--- config.mk ---
export PLATFORM = sky130hd
export DESIGN_NAME = dual_b_multiplier
export DESIGN_NICKNAME = d
export VERILOG_FILES = /design/src/rtl/dual_b_multiplier.sv
export SDC_FILE = /design/constraint.sdc
export NUM_CORES = 1
export LEC_CHECK = 0
export BUFFER_PORTS_ARGS = -buffer_cell sky130_fd_sc_hd__buf_2
export CORE_ASPECT_RATIO = 1.4
export CORE_MARGIN = 3
export CORE_UTILIZATION = 40
export CTS_BUF_LIST = sky130_fd_sc_hd__clkbuf_4 sky130_fd_sc_hd__clkbuf_8 sky130_fd_sc_hd__clkbuf_16
export CTS_CLUSTER_DIAMETER = 80
export DETAILED_ROUTE_END_ITERATION = 16
export SLEW_MARGIN = 40
export SYNTH_ARGS = -nofsm -noshare
export SYNTH_HDL_FRONTEND = slang
export SYNTH_SLANG_ARGS = --single-unit
export TNS_END_PERCENT = 50
--- constraint.sdc ---
create_clock -name CLK -period 8.51 [get_ports CLK]
set_input_delay 0.4255 -clock CLK [delete_from_list [all_inputs] [get_ports CLK]]
set_output_delay 0.4255 -clock CLK [all_outputs]
set_load 0.01 [all_outputs]
--- src/rtl/dual_b_multiplier.sv ---
// Dual-register B operand path feeding a signed 25x18 multiplier with an optional M register.
// Supplies M to the X/Y mux and ALU, B2 to the X mux, and a B cascade to the next slice.
module dual_b_multiplier #(
  parameter string B_INPUT  = "DIRECT",
  parameter int    BREG     = 2,
  parameter int    BCASCREG = 1,
  parameter int    MREG     = 1,
  parameter string USE_MULT = "MULTIPLY"
) (
  input  logic        CLK,
  input  logic        RSTB,
  input  logic        RSTM,
  input  logic [17:0] B,
  input  logic [17:0] BCIN,
  input  logic [24:0] A_MULT,
  input  logic        INMODE_4,
  input  logic        CEB1,
  input  logic        CEB2,
  input  logic        CEM,
  output logic [17:0] BCOUT,
  output logic [17:0] X_MUX_B,
  output logic [42:0] M
);

  localparam bit LEGAL_B = (BREG == 2 && (BCASCREG == 1 || BCASCREG == 2)) ||
                           (BREG == 1 && BCASCREG == 1) ||
                           (BREG == 0 && BCASCREG == 0);
  localparam bit LEGAL_M = (MREG == 0 || MREG == 1) &&
                           (USE_MULT == "MULTIPLY" || USE_MULT == "NONE") &&
                           (B_INPUT == "DIRECT" || B_INPUT == "CASCADE");

  generate
    if (!(LEGAL_B && LEGAL_M)) begin : g_illegal_params
      $error("dual_b_multiplier: illegal BREG/BCASCREG/MREG/B_INPUT/USE_MULT combination");
    end
  endgenerate

  logic [17:0]        b1_in;
  logic [17:0]        b1;
  logic [17:0]        b2;
  logic [17:0]        b_mult;
  logic signed [42:0] a_ext;
  logic signed [42:0] b_ext;
  logic signed [42:0] product;

  assign b1_in = (B_INPUT == "CASCADE") ? BCIN : B;

  generate
    if (BREG == 2) begin : g_breg2
      logic [17:0] b1_q;
      logic [17:0] b2_q;
      // NOTE: non-blocking assignments let B2 capture the old B1 on the same edge B1 reloads.
      always_ff @(posedge CLK or posedge RSTB) begin
        if (RSTB) begin
          b1_q <= '0;
          b2_q <= '0;
        end else begin
          if (CEB1) b1_q <= b1_in;
          if (CEB2) b2_q <= b1_q;
        end
      end
      assign b1 = b1_q;
      assign b2 = b2_q;
    end else if (BREG == 1) begin : g_breg1
      logic [17:0] b1_q;
      always_ff @(posedge CLK or posedge RSTB) begin
        if (RSTB)      b1_q <= '0;
        else if (CEB1) b1_q <= b1_in;
      end
      assign b1 = b1_q;
      assign b2 = b1_q;
    end else begin : g_breg0
      assign b1 = b1_in;
      assign b2 = b1_in;
    end
  endgenerate

  assign X_MUX_B = b2;

  generate
    if (BCASCREG == 2) begin : g_bcas2
      assign BCOUT = b2;
    end else if (BCASCREG == 1) begin : g_bcas1
      assign BCOUT = b1;
    end else begin : g_bcas0
      assign BCOUT = b1_in;
    end
  endgenerate

  assign b_mult = INMODE_4 ? b1 : b2;

  // Both operands widened to the full product width so the signed multiply never truncates.
  assign a_ext   = $signed({{18{A_MULT[24]}}, A_MULT});
  assign b_ext   = $signed({{25{b_mult[17]}}, b_mult});
  assign product = a_ext * b_ext;

  generate
    if (USE_MULT == "NONE") begin : g_no_mult
      assign M = '0;
    end else if (MREG == 1) begin : g_mreg
      logic [42:0] m_r;
      always_ff @(posedge CLK or posedge RSTM) begin
        if (RSTM)     m_r <= '0;
        else if (CEM) m_r <= product;
      end
      assign M = m_r;
    end else begin : g_mcomb
      assign M = product;
    end
  endgenerate

  // Several parameter sets leave some of these inputs unread.
  logic unused_ok;
  assign unused_ok = ^{CLK, RSTB, RSTM, B, BCIN, A_MULT, INMODE_4, CEB1, CEB2, CEM, product};

endmodule

==> results.json, run 1 <==
{
  "synth_warnings": 0,
  "core_mm2": 0.0473,
  "hold_viol": 0,
  "synth_cells": 2049,
  "track_usage_pct": 20.0,
  "endpoint_kind": "flop",
  "cts_buffers": 9,
  "antenna_found_initial": 0,
  "clock.fmax_ghz": 0.137,
  "diodes": 0,
  "drc": 0,
  "ys_ff_latch": 79,
  "fillers": 4697,
  "viasPerCell": 4.98,
  "synth_edf_count": 0,
  "fin_setup_tns_ns": 0,
  "final_antenna_net_count": 0,
  "cts_resized": 0,
  "critPathArrivalTime_ns": 7.59,
  "worst_slew_pin_slew_ns": 0.760,
  "path_class": "in -> reg",
  "final_cell_mix": "513 x inv_1, 441 x fa_1, 301 x nand2_1",
  "r2r-start": "BCOUT[0]$_DFFE_PP0P_",
  "status": "complete, no violations",
  "syn_area_per_cell_um2": 9.39,
  "clk_pin_slew_ns": 0.07,
  "firstDrtPassIters": 5,
  "io_pins": 147,
  "die-area_mm2": 0.0508,
  "syn_area_mm2": 0.0192,
  "drive_gt1_share_pct": 11.6,
  "crit_required_ns": 8.79,
  "critPathCapture": "M[38]$_DFFE_PP0P_",
  "nets": 2722,
  "synth_flop_cell": "dfrtp_1",
  "crit_start": "INMODE_4",
  "gp_congestion": 0.849,
  "wl_per_cell_um": 17.4,
  "layout_commonest_cell": "inv_1",
  "clockBufferDepth": 2,
  "slew_viol_final": 0,
  "finalSetupViolations": 0,
  "drt_wl_total_mm": 47.7,
  "fin_crit_sh_pct": 86.0,
  "worstPathMaxFanout": 25,
  "crit_path_start_kind": "primary input",
  "hpwl_mm": 39.5,
  "maxSlewHeadroom_pct": 48.3,
  "rsz0062_at_grt": "no",
  "areaGrowthSynthToFinish_pct": 7.52,
  "reg2reg_depth": 19,
  "cts_hold_buf": 0,
  "skew_ns": 0.0120,
  "r2r-end": "M[38]$_DFFE_PP0P_",
  "ys_seq_area_share_pct": 10.3,
  "fin_util_pct": 43.8,
  "layout_min_cycle_time_ns": 7.32,
  "synth_cell_types": 64,
  "cts.sinks": 79,
  "clk_latency_ns": 0.37,
  "cts_root_buffer": "clkbuf_16",
  "htree_levels": 3,
  "start_util_pct": 40.7,
  "drt_iter0_markers": 623,
  "die_width_um": 191,
  "num_rows": 94,
  "routed-via-count": 13600,
  "hp-class": "in -> async",
  "r2r_setup_slack_ns": 1.27,
  "grt_pass1_vias": 15400,
  "grt_max_degree": 60,
  "grt_first_pass_wirelength_mm": 80.3,
  "syn-num-nets": 2665,
  "post_cts_buffers": 0,
  "gr-total-overflow": 0,
  "io_buffer_count": 128,
  "cts_tree": "yes",
  "cap_violations": 0,
  "async_flop_share_pct": 100,
  "die_h_um": 266
}
[per-layer routing]
| layer | track usage (%) | part of all wire (%) |
|---|---|---|
| met5 | 0 | 0 |
| met4 | 6.19 | 3.1 |
| met3 | 2.73 | 3.7 |
| met2 | 35.6 | 52 |
| met1 | 25.2 | 42 |
[how the worst min path moves through the flow]
stage | start | end | slack [ns] | cells after the start
after global routing | RSTM | M[4]$_DFFE_PP0P_ | 0.14 | 2
after global placement | M[8]$_DFFE_PP0P_ | M[8]$_DFFE_PP0P_ | 0.49 | 1
after detailed placement | M[37]$_DFFE_PP0P_ | M[37]$_DFFE_PP0P_ | 0.48 | 2
after floorplan | M[36]$_DFFE_PP0P_ | M[36]$_DFFE_PP0P_ | 0.52 | 2
after CTS | RSTM | M[9]$_DFFE_PP0P_ | 0.11 | 2
final | RSTM | M[0]$_DFFE_PP0P_ | 0.10 | 2
[through the flow]
step           std cells  cell area [µm²]  setup slack, ns  hold slack [ns]
2_1_floorplan       2049            19200             1.31            0.518
3_3_place_gp        2719            20400            0.800            0.487
3_5_place_dp        2719            20400            0.805            0.481
4_1_cts             2735            20700             1.16            0.112
5_1_grt             2735            20700            0.784            0.136
6_report            2735            20700             1.19            0.101
[sequential cells by signal, summed over array words and instances, names as in the netlist]
name,cells
M,43
BCOUT,18
X_MUX_B,18
[cells by family (layout without fill, tap and decap cells)]
| group | count (synthesis) | in the layout | synth area share, % |
|---|---|---|---|
| buf+inv | 600 | 662 | 11.8 |
| simple gates | 576 | 576 | 14.2 |
| fa+ha+maj | 548 | 548 | 52.8 |
| compound gates | 135 | 135 | 4.88 |
| flops | 79 | 79 | 10.3 |
| mux | 78 | 78 | 4.54 |
| xor+xnor | 33 | 33 | 1.50 |
[worst max-delay path, stage by stage]
cell and delay [ns]:
buf_2 0.29, buf_4 0.21, mux2_2 0.58, nand2_1 0.22, inv_1 0.10, fa_1 0.66, inv_1 0.14, fa_1 0.50
inv_1 0.05, fa_1 0.49, fa_1 0.54, fa_1 0.50, inv_1 0.05, fa_1 0.47, inv_1 0.04, ha_1 0.38
and3_4 0.24, and4_1 0.20, o311ai_1 0.13, and2_4 0.19, a311oi_2 0.31, nor4_1 0.07, or4_1 0.54, a221oi_2 0.23
[layout make-up]
cell class              count  area [µm²]  share of cell area [%]
clock buffers               9         225                    1.09
clock inverters             7        97.6                   0.472
inverters                 514        1930                    9.34
multi-input cells        1370       15000                    72.5
flip-flops and latches     79        1980                    9.55
well taps                 624         781                    3.77
repair buffers            132         671                    3.24
[Yosys cell counts (4+ instances only)]
cell	number	area, µm²
inv_1	514	1930
fa_1	441	8830
nand2_1	301	1130
and2_1	162	1010
ha_1	107	1340
dfrtp_1	79	1980
clkbuf_1	76	285
mux2_2	73	822
nor2_1	45	169
a21oi_1	42	210
xnor2_1	27	236
o21ai_0	18	90.1
a21o_1	12	90.1
nand3_1	12	60.1
o21ai_1	10	50.1
nor3_1	9	45.0
o21a_1	9	67.6
buf_1	7	26.3
nand4_1	7	43.8
nor2b_1	6	37.5
or2_2	6	37.5
or3_1	6	37.5
xor2_1	6	52.6
nand2b_1	5	31.3
o311ai_1	5	43.8
a31oi_1	4	25.0
mux2i_1	4	40.0
nand3b_1	4	30.0
Power of run 1 is left out: the tool's default activity adds up to more than one toggle a clock period on the data nets, which glitch-free logic cannot reach.
==> run 2: changes to the inputs <==
- CORE_ASPECT_RATIO: 1.4 -> 0.8
- CORE_MARGIN: 3 -> 2
==> run 2 against run 1 <==
Against the previous run: worst hold slack gained 0.0082 ns; maximum frequency fell by 1.3%; non-clock buffer count rose by 2; critical path type unchanged; clock skew down 0.0031 ns; flip-flop and latch count did not move; critical path depth shrank 2.
==> results.json, run 2 (synthesis gave the netlist of run 1 again) <==
{
  "r2r_setup_slack_ns": 1.25,
  "diodes": 0,
  "cts_resized": 0,
  "largest_reg_flops": 43,
  "rsz0062_at_grt": "no",
  "r2r-end": "M[35]$_DFFE_PP0P_",
  "clockBufferDepth": 2,
  "grt_pass1_vias": 14900,
  "clock.fmax_ghz": 0.135,
  "finalSetupViolations": 0,
  "hp-class": "in -> async",
  "cts_buffers": 9,
  "hpwl_mm": 39.7,
  "gr-total-overflow": 0,
  "crit_required_ns": 8.77,
  "core_mm2": 0.0473,
  "final_cell_mix": "513 x inv_1, 441 x fa_1, 301 x nand2_1",
  "critPathCapture": "M[35]$_DFFE_PP0P_",
  "track_usage_pct": 20.7,
  "gp_congestion": 0.838,
  "drt_wl_total_mm": 48.1,
  "skew_ns": 0.00895,
  "num_rows": 71,
  "cts.sinks": 79,
  "fillers": 4601,
  "drive_gt1_share_pct": 11.6,
  "crit_path_start_kind": "primary input",
  "cts_hold_buf": 0,
  "final_antenna_net_count": 0,
  "fin_crit_sh_pct": 87.1,
  "die_width_um": 249,
  "viasPerCell": 4.94,
  "die_h_um": 200,
  "drt_iter0_markers": 969,
  "grt_first_pass_wirelength_mm": 81.7,
  "routed-via-count": 13500,
  "path_class": "in -> reg",
  "layout_min_cycle_time_ns": 7.41,
  "start_util_pct": 40.7,
  "fin_cells": 2732,
  "worst_slew_pin_slew_ns": 0.716,
  "fin_hold_ws_ns": 0.109,
  "layout_commonest_cell": "inv_1",
  "grt_max_degree": 60,
  "final_area_mm2": 0.0207,
  "place_area_mm2": 0.0204,
  "status": "complete, no violations",
  "r2r-start": "BCOUT[3]$_DFFE_PP0P_",
  "endpoint_kind": "flop",
  "nets": 2724,
  "wl_per_cell_um": 17.6,
  "slew_viol_final": 0,
  "cts_tree": "yes",
  "fin_setup_tns_ns": 0,
  "cts_root_buffer": "clkbuf_16",
  "maxSlewHeadroom_pct": 52.2,
  "reg2reg_depth": 21,
  "io_pins": 147,
  "clk_pin_slew_ns": 0.06,
  "cap_violations": 0,
  "die-area_mm2": 0.0499,
  "io_buffer_count": 128,
  "post_cts_buffers": 0,
  "areaGrowthSynthToFinish_pct": 7.35,
  "drc": 0,
  "worstPathMaxFanout": 25,
  "crit_start": "INMODE_4",
  "clk_latency_ns": 0.38,
  "dp_cells": 2717,
  "critPathArrivalTime_ns": 7.67,
  "antenna_found_initial": 3,
  "htree_levels": 3,
  "firstDrtPassIters": 5,
  "hold_viol": 0
}
[run 2: changes by cell type in the layout (fill, tap and decap cells not counted)]
cell,previous run,this run
clkinv_4,2,1
clkbuf_4,0,1
clkbuf_8,0,2
bufinv_16,2,0
clkinv_2,1,2
buf_4,4,6
clkinvlp_4,2,0
[run 2: area by class of cell]
class                      instances  area (µm²)  area share (%)
timing repair buffer             134         686            3.32
clock buffer                      12         260            1.26
inverter                         514        1930            9.35
multi-input combinational       1370       15000            72.7
tap                              620         776            3.76
sequential                        79        1980            9.57
clock inverter                     3        18.8          0.0908
[run 2: worst min-delay path by stage]
stage / slack, ns / startpoint / cells after the start / end
final: 0.11 / RSTM / 2 / M[8]$_DFFE_PP0P_
after global routing: 0.15 / RSTM / 2 / M[8]$_DFFE_PP0P_
after CTS: 0.12 / RSTM / 2 / M[12]$_DFFE_PP0P_
after detailed placement: 0.48 / M[15]$_DFFE_PP0P_ / 2 / M[15]$_DFFE_PP0P_
after global placement: 0.46 / M[14]$_DFFE_PP0P_ / 1 / M[14]$_DFFE_PP0P_
after floorplan: 0.52 / M[36]$_DFFE_PP0P_ / 2 / M[36]$_DFFE_PP0P_
[run 2: routing by layer]
| metal | track usage [%] | vias up | share of wire [%] |
|---|---|---|---|
| met5 | 0 | - | 0.071 |
| met4 | 3.98 | 6 | 0.97 |
| met3 | 4.29 | 42 | 6.7 |
| met2 | 29.8 | 377 | 42 |
| met1 | 32.1 | 6937 | 50 |
| li1 | - | 6138 | - |
[run 2: critical path: stages]
cell and delay [ns]:
buf_2 0.38, mux2_2 0.65, and2_1 0.30, fa_1 0.54, inv_1 0.05, fa_1 0.54
inv_1 0.05, fa_1 0.48, fa_1 0.54, fa_1 0.53, inv_1 0.06, fa_1 0.56
inv_1 0.08, ha_1 0.38, and4_1 0.26, nand4_1 0.12, a211oi_2 0.42, o31ai_4 0.13
o311ai_1 0.44, a21oi_1 0.16, mux2i_1 0.15, a2111o_1 0.38
[run 2: per-stage QoR]
step | setup WS [ns] | util (%)
2_1_floorplan | 1.31 | -
3_3_place_gp | 0.764 | 43.1
3_5_place_dp | 0.751 | 43.1
4_1_cts | 1.12 | 43.7
5_1_grt | 0.844 | 43.7
6_report | 1.10 | 43.7
Power of run 2 is left out for the same reason.
==> run 3: changes to the inputs <==
- ABC_AREA: default -> 1
==> run 3 against run 2 <==
Against the previous run: critical path type unchanged; register-to-register slack better by 0.40 ns; cell area is 5.3% higher; largest cell class unchanged; worst setup slack better by 0.11 ns; flip-flop and latch count stayed put; core utilization is 0.060 points higher; routed wire length is 23% higher; final cell count is 23% higher; synthesized cell count is 26% higher; clock-buffer cell count is 2 lower; clock skew is 0.0023 ns higher; via count is 21% higher.
==> results.json, run 3 <==
{
  "fillers": 5068,
  "skew_ns": 0.0112,
  "antenna_found_initial": 5,
  "fin_setup_tns_ns": 0,
  "synth_cell_types": 34,
  "grt_first_pass_wirelength_mm": 96.7,
  "io_pins": 147,
  "layout_min_cycle_time_ns": 7.30,
  "core_mm2": 0.0497,
  "layout_commonest_cell": "nand2_1",
  "multi_input_area_mm2": 0.0152,
  "final_cell_mix": "682 x nand2_1, 676 x inv_1, 441 x fa_1",
  "rsz0062_at_grt": "no",
  "clk_pin_slew_ns": 0.07,
  "start_util_pct": 40.5,
  "ys_seq_area_share_pct": 9.83,
  "gp_congestion": 0.966,
  "worstPathMaxFanout": 22,
  "finalSetupViolations": 0,
  "regArea_mm2": 0.00198,
  "htree_levels": 3,
  "largest_reg_flops": 43,
  "drive_gt1_share_pct": 9.06,
  "yosys-top-cells-area": "fa_1 44%, nand2_1 13%, inv_1 13%",
  "post_cts_buffers": 0,
  "async_flop_share_pct": 100,
  "wl_per_cell_um": 17.7,
  "cts_root_buffer": "clkbuf_16",
  "yosys-top-cells-count": "682 x nand2_1, 677 x inv_1, 441 x fa_1",
  "critPathArrivalTime_ns": 7.56,
  "status": "complete, no violations",
  "cts.sinks": 79,
  "clockBufferDepth": 2,
  "cts_tree": "yes",
  "drc": 0,
  "areaGrowthSynthToFinish_pct": 8.19,
  "slew_viol_final": 0,
  "synth.most_common_cell": "nand2_1",
  "hp-class": "in -> async",
  "fin_ws_ns": 1.21,
  "firstDrtPassIters": 5,
  "synth_cells": 2583,
  "worst_slew_pin_slew_ns": 0.850,
  "final_antenna_net_count": 0,
  "synth_warnings": 0,
  "io_buffer_count": 128,
  "path_class": "in -> reg",
  "syn_area_per_cell_um2": 7.78,
  "endpoint_kind": "flop",
  "drt_wl_total_mm": 59.2,
  "grt_pass1_vias": 17600,
  "maxSlewHeadroom_pct": 43.3,
  "hpwl_mm": 49.7,
  "grt_max_degree": 55,
  "syn-num-nets": 3199,
  "clk_latency_ns": 0.37,
  "nets": 3283,
  "syn_area_mm2": 0.0201,
  "synthDominantCellAreaShare_pct": 43.9,
  "fin_crit_sh_pct": 85.7,
  "fin_cells": 3347,
  "crit_path_start_kind": "primary input",
  "hold_viol": 0,
  "synth_edf_count": 0,
  "pre_cts_ws_ns": 0.885,
  "cts_buffers": 9,
  "cts_hold_buf": 0,
  "crit_required_ns": 8.77,
  "reg2reg_depth": 25,
  "synth_flop_cell": "dfrtp_1",
  "die_width_um": 255,
  "dp_cells": 3331,
  "num_rows": 73,
  "ys_ff_latch": 79,
  "cts_resized": 0,
  "clock.fmax_ghz": 0.137,
  "die_h_um": 205,
  "cap_violations": 0,
  "routed-via-count": 16300,
  "die-area_mm2": 0.0521,
  "viasPerCell": 4.87,
  "drt_iter0_markers": 1132,
  "track_usage_pct": 24.4,
  "gr-total-overflow": 0,
  "yosys.area.top_type": "fa_1"
}
run 3: final timing paths:
path                                      startpoint                     end  slack, ns
worst max-delay path                        INMODE_4       M[35]$_DFFE_PP0P_       1.21
worst min-delay path                            RSTB  X_MUX_B[9]$_DFFE_PP0P_       0.14
worst max register to register  BCOUT[3]$_DFFE_PP0P_       M[41]$_DFFE_PP0P_       1.65
worst min register to register      M[5]$_DFFE_PP0P_        M[5]$_DFFE_PP0P_       0.47
max in group asynchronous                       RSTM       M[25]$_DFFE_PP0P_       7.94
min in group CLK                               B[10]   BCOUT[10]$_DFFE_PP0P_       0.26
run 3: area by class of cell:
class,instances,share of cell area [%]
Timing Repair Buffer,153,3.81
Clock inverter,5,0.270
Sequential cell,79,9.09
Multi-Input combinational cell,1729,69.8
Tap cell,675,3.88
Inverter,695,12.0
Clock buffer,10,1.10
Antenna cell,1,0.0115
run 3: stage by stage:
stage	utilization (%)	hold slack (ns)	area, µm²
global placement	43.2	0.461	21400
floorplan	-	0.509	20100
global route	43.8	0.209	21700
detailed placement	43.2	0.460	21400
finish	43.8	0.142	21700
CTS	43.8	0.148	21700
run 3: worst max-delay path, stage by stage:
cell and delay (ns):
buf_2 0.39, inv_1 0.41, nand2_1 0.14, nand2_1 0.42, inv_1 0.80, nand2_1 0.20, fa_1 0.49, fa_1 0.54
inv_1 0.04, ha_1 0.26, inv_1 0.05, fa_1 0.55, inv_1 0.07, fa_1 0.53, inv_1 0.05, fa_1 0.48
inv_1 0.05, ha_1 0.37, nand2_2 0.17, inv_1 0.07, a21oi_1 0.22, nor2_1 0.08, nor2_1 0.08, nand2_1 0.13
nand3_1 0.18, nand3b_1 0.11, nand3_1 0.14, nand2_1 0.06
run 3: cell families (layout without fill, tap and decap cells):
group	after synthesis	after routing	share of synthesized area, %
adder cells (fa/ha/maj)	548	548	50.6
XOR/XNOR	12	12	0.523
other	0	1	0
flip-flops	79	79	9.83
AO/OA/AOI/OAI	95	95	2.63
buffers and inverters	775	863	14.6
AND/OR/NAND/NOR	1074	1074	21.8
run 3: layer usage:
layer,track usage [%],vias up,part of all wire (%)
met5,0,-,0.074
met4,8.40,6,3.4
met3,6.30,100,8.7
met2,39.6,546,47
met1,31.8,8156,41
li1,-,7499,-
Power of run 3 is left out for the same reason.
